[src/rtl/async_fifo_rd_stream.sv]
// async_fifo_rd_stream
//   Read-side consumer for a dual-clock FIFO, running in the FIFO read clock
//   domain. It issues reads from the FIFO's registered empty flag, captures the
//   returned word after the RAM read latency, and presents the words as a
//   valid/ready stream through a small skid buffer. Reads are credit-limited
//   against buffer space, so backpressure never drops a word or over-reads.
//
// Ports
//   fifo_rd_clk   in   clock (FIFO read clock)
//   rst           in   synchronous reset, active-high
//   fifo_empty    in   registered empty flag from the FIFO
//   fifo_rd_en    out  read request to the FIFO
//   fifo_rd_data  in   FIFO read data, valid RD_LAT cycles after fifo_rd_en
//   flush         in   discard buffered and in-flight words (one cycle)
//   m_data        out  stream data (head of the skid buffer, registered)
//   m_valid       out  stream valid
//   m_ready       in   stream ready
//   buf_count     out  skid-buffer occupancy, 0..BUF_DEPTH
//   rd_word_cnt   out  words delivered on the stream, wraps
module async_fifo_rd_stream #(
  parameter int DATA_WIDTH = 16,
  parameter int BUF_DEPTH  = 4,
  parameter int RD_LAT     = 1,
  parameter int EMPTY_LAG  = 1,
  parameter int CNT_WIDTH  = 32
) (
  input  logic                         fifo_rd_clk,
  input  logic                         rst,
  input  logic                         fifo_empty,
  output logic                         fifo_rd_en,
  input  logic [DATA_WIDTH-1:0]        fifo_rd_data,
  input  logic                         flush,
  output logic [DATA_WIDTH-1:0]        m_data,
  output logic                         m_valid,
  input  logic                         m_ready,
  output logic [$clog2(BUF_DEPTH):0]   buf_count,
  output logic [CNT_WIDTH-1:0]         rd_word_cnt
);

  localparam int PW = $clog2(BUF_DEPTH);
  localparam int CW = PW + 1;
  localparam logic [CW-1:0]   FULL_C  = CW'(BUF_DEPTH);
  localparam logic [CW+1:0]   DEPTH_C = (CW+2)'(BUF_DEPTH);

  logic [DATA_WIDTH-1:0] mem_reg [BUF_DEPTH];
  logic [PW-1:0]         wr_ptr_reg, wr_ptr_next;
  logic [PW-1:0]         rd_ptr_reg, rd_ptr_next;
  logic [CW-1:0]         count_reg, count_next, count_after_pop;
  logic [RD_LAT-1:0]     pipe_reg, pipe_next;
  logic                  rd_en_q_reg;
  logic [DATA_WIDTH-1:0] m_data_reg, m_data_next;
  logic [CNT_WIDTH-1:0]  cnt_reg, cnt_next;
  logic [CW+1:0]         inflight;
  logic                  rd_en;
  logic                  capture;
  logic                  pop;

  // Reads issued whose data has not yet been written into the buffer.
  always_comb begin
    inflight = '0;
    for (int i = 0; i < RD_LAT; i++) begin
      inflight = inflight + (CW+2)'(pipe_reg[i]);
    end
  end

  // Credit check counts the word exiting the pipe this cycle as in flight but
  // takes no credit for a same-cycle pop, keeping m_ready out of this path.
  assign rd_en = !fifo_empty && !flush && !rst
               && (({2'b00, count_reg} + inflight) < DEPTH_C)
               && !((EMPTY_LAG != 0) && rd_en_q_reg);

  assign fifo_rd_en = rd_en;

  // Valid shift pipe tracking issued reads through the RAM latency.
  assign pipe_next[0] = rd_en;
  generate
    for (genvar gi = 1; gi < RD_LAT; gi++) begin : g_pipe
      assign pipe_next[gi] = pipe_reg[gi-1];
    end
  endgenerate

  assign capture = pipe_reg[RD_LAT-1] && !flush;
  assign m_valid = (count_reg != '0);
  assign pop     = m_valid && m_ready;

  always_comb begin
    count_after_pop = count_reg - CW'(pop);
    count_next      = count_after_pop + CW'(capture);
    wr_ptr_next     = wr_ptr_reg + PW'(capture);
    rd_ptr_next     = rd_ptr_reg + PW'(pop);
    cnt_next        = cnt_reg + CNT_WIDTH'(pop);
    m_data_next     = m_data_reg;
    // Pre-load the next head into the output register. A word captured into a
    // buffer that is empty after this cycle's pop is not yet in the array, so
    // it is taken straight from the FIFO data bus.
    if (count_next != '0) begin
      if (capture && (count_after_pop == '0)) begin
        m_data_next = fifo_rd_data;
      end else begin
        m_data_next = mem_reg[rd_ptr_next];
      end
    end
  end

  always_ff @(posedge fifo_rd_clk) begin
    if (capture) begin
      mem_reg[wr_ptr_reg] <= fifo_rd_data;
    end
  end

  always_ff @(posedge fifo_rd_clk) begin
    if (rst) begin
      wr_ptr_reg  <= '0;
      rd_ptr_reg  <= '0;
      count_reg   <= '0;
      pipe_reg    <= '0;
      rd_en_q_reg <= 1'b0;
      m_data_reg  <= '0;
      cnt_reg     <= '0;
    end else begin
      rd_en_q_reg <= rd_en;
      cnt_reg     <= cnt_next;
      if (flush) begin
        wr_ptr_reg <= '0;
        rd_ptr_reg <= '0;
        count_reg  <= '0;
        pipe_reg   <= '0;
      end else begin
        wr_ptr_reg <= wr_ptr_next;
        rd_ptr_reg <= rd_ptr_next;
        count_reg  <= count_next;
        pipe_reg   <= pipe_next;
        m_data_reg <= m_data_next;
      end
    end
  end

  // The credit check must make a capture into a full buffer impossible.
  always_ff @(posedge fifo_rd_clk) begin
    if (!rst) begin
      assert (!(capture && !pop && (count_reg == FULL_C)));
    end
  end

  assign m_data      = m_data_reg;
  assign buf_count   = count_reg;
  assign rd_word_cnt = cnt_reg;

endmodule

[config.mk]
export PLATFORM = sky130hd
export DESIGN_NAME = async_fifo_rd_stream
export DESIGN_NICKNAME = d
export VERILOG_FILES = /design/src/rtl/async_fifo_rd_stream.sv
export SDC_FILE = /design/constraint.sdc
export NUM_CORES = 1
export LEC_CHECK = 0
export CAP_MARGIN = 20
export CORE_MARGIN = 1.5
export CORE_UTILIZATION = 50
export DETAILED_ROUTE_END_ITERATION = 10
export PLACE_DENSITY_LB_ADDON = 0.15
export SYNTH_ARGS = -nofsm -noshare
export SYNTH_HDL_FRONTEND = slang
export SYNTH_SLANG_ARGS = --single-unit
[constraint.sdc]
create_clock -name fifo_rd_clk -period 2.7 [get_ports fifo_rd_clk]
set_input_delay 0.27 -clock fifo_rd_clk [delete_from_list [all_inputs] [get_ports fifo_rd_clk]]
set_output_delay 0.27 -clock fifo_rd_clk [all_outputs]
set_load 0.02 [all_outputs]
==> run metrics <==
GR Overflow Total 0; Tot GR Track Use 21.6%; crit path DAT 2.82 ns; largest net degree at the start of global routing 51; met3 Use GR 4.95%; Final Max Tran Viols 0; Worst-path clk slew 0.06 ns; Antenna diodes 0; placed insts 600; synth unique cells 36; Clock Root Buffer clkbuf_8; measured slew at the worst slew-check pin 0.604 ns; vias in the first global route 3342; share of layout cells above drive strength 1 13.9%; fin crit share 89.1%; buffer and inverter count on the worst path 2; min cycle time layout 2.41 ns; Mapped Cells 398; fin worst setup slack 0.294 ns; Clock power frac 50.5%; Residual DRC 0; flip-flop count of the largest register after layout 64; flops & latches, synth 121; kind of end point of the critical path register; R2R setup slack 0.29 ns; routability congestion estimate 0.785; first-pass GRT wire length 16.8 mm; final antenna-violating net count 0; Reg power frac 45.0%; Worst-Skew Late Latency 0.51 ns; die area 0.0105 mm²; clock buffer depth 2; RSZ-0062 raised after global routing no; post-synthesis sequential area ratio 61.8%; final net count 514; DR pass1 iterations 4; routed vias/inst 5.60; cts hold-fix bufs 0; Fin Setup TNS 0 ns; chip height 103 µm; initial DRC count 150; Die Span X 103 µm; Hold Path Class in2reg; worst path cell trace o31ai_2 -> nor2_1 -> ha_1 -> inv_1 -> ha_1 -> xnor3_1 -> a21oi_2 -> buf_12 -> nor2_1 -> a311oi_1; Final setup viols 0; non-filler cells, final 631; final setup skew 0.00844 ns; initial antenna violation count 0; critical path class reg2reg; H-tree depth 4; Rows 36; fmax 416 MHz; number of clock sinks 121; TritonCTS clock tree done; final wirelength 10.4 mm; drt wl/cell 16.5 µm; Slowest-stage cell, CP o31ai_2; NetSw 0.000917 W; Starting Density 51.1%; Critical Path Max Stage Delay 0.42 ns; I/O pin count 74; via count 3534; Logic pwr share 4.5%; Area Overhead vs Synth 31.4%; PortBufs 73; Core Region 0.00968 mm²; Warnings, synthesis 0; Tot Pwr 0.00437 W; status finished clean; met2 Resource Use GR 36.2%; layer with the highest usage met2; delay-heaviest family, CP compound AO/OA/AOI/OAI gates; Max VDD drop 0.534 mV; crit path max fanout 32; Critical Path Source Type register; synthesized area per cell 12.4 µm²; Fin. Hold Viols 0; met1 Usage GRT 26.7%; Max-Cap Viols 0; internal power 0.00345 W; Pwr per Cell Area 672 mW/mm²; post_cts resized 0; Leak 2.19 nW; Max transition margin 59.1%; switch share 21.0%; mapped cell area 0.00495 mm²; Net Count, Synth 426; placed wire-length estimate 6.48 mm; # Post-CTS Setup Buffers 0; Setup WS pre-CTS 0.120 ns; clock buffer count from CTS 17; CP Data Required Time 3.11 ns; Post-Route Utilization 67.2%
==> power groups by stage <==
stage          clock [W]  combinational (W)  sequential, W
2_1_floorplan          0          0.0000742        0.00203
3_3_place_gp           0           0.000194        0.00201
3_5_place_dp           0           0.000199        0.00201
4_1_cts          0.00225           0.000199        0.00197
5_1_grt          0.00233           0.000215        0.00197
6_report         0.00221           0.000197        0.00197
==> cell families (layout without fill, tap and decap cells) <==
group	Yosys count	in the layout	share of synthesized area, %
muxes	16	16	7.28
and+or+nand+nor	146	146	15.2
AOI/OAI and AO/OA	67	67	8.99
adders and majority gates	7	7	1.77
DFF	121	121	61.8
buffers and inverters	28	128	2.30
xor gates and xnor gates	13	13	2.58
==> cells in the final DEF (no fill, tap or decap), types with 2 or more instances in the layout <==
cell type        synthesis  layout
clkdlybuf4s50_1          0      72
edfxtp_1                64      64
dfxtp_1                 57      57
nand2_1                 44      44
nor2_1                  29      29
a21oi_1                 22      21
mux4_2                  16      16
a311oi_1                16      16
clkbuf_16                0      16
buf_4                    0      15
or3_1                   13      13
o21ai_0                 12      12
or4_1                   12      12
nand3_1                 11      11
o31ai_1                 10      10
nand4_1                  9       9
inv_1                    7       7
xor2_1                   7       7
ha_1                     7       7
and2_1                   6       6
and4_1                   6       6
clkinv_4                 0       6
xnor2_1                  5       5
nor3_1                   4       4
nor2b_1                  3       3
a31oi_1                  3       3
bufinv_16                0       3
and3b_1                  2       2
and3_1                   2       2
clkinvlp_4               0       2
buf_12                   0       2
==> worst register-to-register path: cells and delay by family, from the launching register on <==
| family | cells | cell delay [ns] |
|---|---|---|
| AOI/OAI and AO/OA | 3 | 0.87 |
| buffers and inverters | 2 | 0.28 |
| adders and majority gates | 2 | 0.44 |
| xor gates and xnor gates | 1 | 0.25 |
| DFF | 1 | 0.32 |
| and+or+nand+nor | 2 | 0.15 |
==> final timing paths <==
| kind | cells past startpoint | from | end |
|---|---|---|---|
| max | 10 | buf_count[1]$_SDFF_PP0_ | m_data[11]$_SDFFE_PP0P_ |
| min | 3 | rst | rd_ptr_reg[1]$_SDFF_PP0_ |
| max reg2reg | 10 | buf_count[1]$_SDFF_PP0_ | m_data[11]$_SDFFE_PP0P_ |
| min reg2reg | 2 | rd_word_cnt[30]$_SDFF_PP0_ | rd_word_cnt[30]$_SDFF_PP0_ |
==> metrics by stage <==
step	area (µm²)	hold slack, ns
4_1_cts	6510	0.145
3_3_place_gp	5920	0.480
6_report	6510	0.166
5_1_grt	6510	0.182
3_5_place_dp	5920	0.490
2_1_floorplan	4950	0.347
==> layout make-up <==
type                       instances  area (µm²)
clock inverter                    14         175
tap                              133         166
inverter                           7        26.3
clock buffer                      17         414
fill                             724        3180
timing repair buffer              90         878
multi-input combinational        249        1780
sequential                       121        3060
==> synth_stat cells <==
cell type	count	area, µm²
nor4_1	1	6.26
or2_2	1	6.26
nand4_2	1	12.5
o2111a_1	1	11.3
edfxtp_1	64	1920
inv_1	7	26.3
and4_1	6	52.6
and2_1	6	37.5
nand3_1	11	55.1
xnor3_1	1	22.5
or4_1	12	90.1
nor2b_1	3	18.8
o21ai_0	12	60.1
o311ai_1	1	8.76
o2111ai_1	1	8.76
nand2b_1	1	6.26
a311oi_1	16	140
xor2_1	7	61.3
o31ai_2	1	12.5
ha_1	7	87.6
dfxtp_1	57	1140
nor2_1	29	109
nor3b_1	1	7.51
nand4_1	9	56.3
or3_1	13	81.3
xnor2_1	5	43.8
nor3_1	4	20.0
buf_2	7	35.0
mux4_2	16	360
a31oi_1	3	18.8
and3b_1	2	17.5
nand2_1	44	165
o31ai_1	10	75.1
clkbuf_1	14	52.6
a21oi_1	22	110
and3_1	2	12.5
==> routing by layer <==
layer / part of all wire, % / vias up
met1: 43 / 1721
met2: 51 / 105
met5: 0 / -
li1: - / 1698
met3: 5.3 / 10
met4: 1.3 / 0
Power figures use the tool's default switching activity.
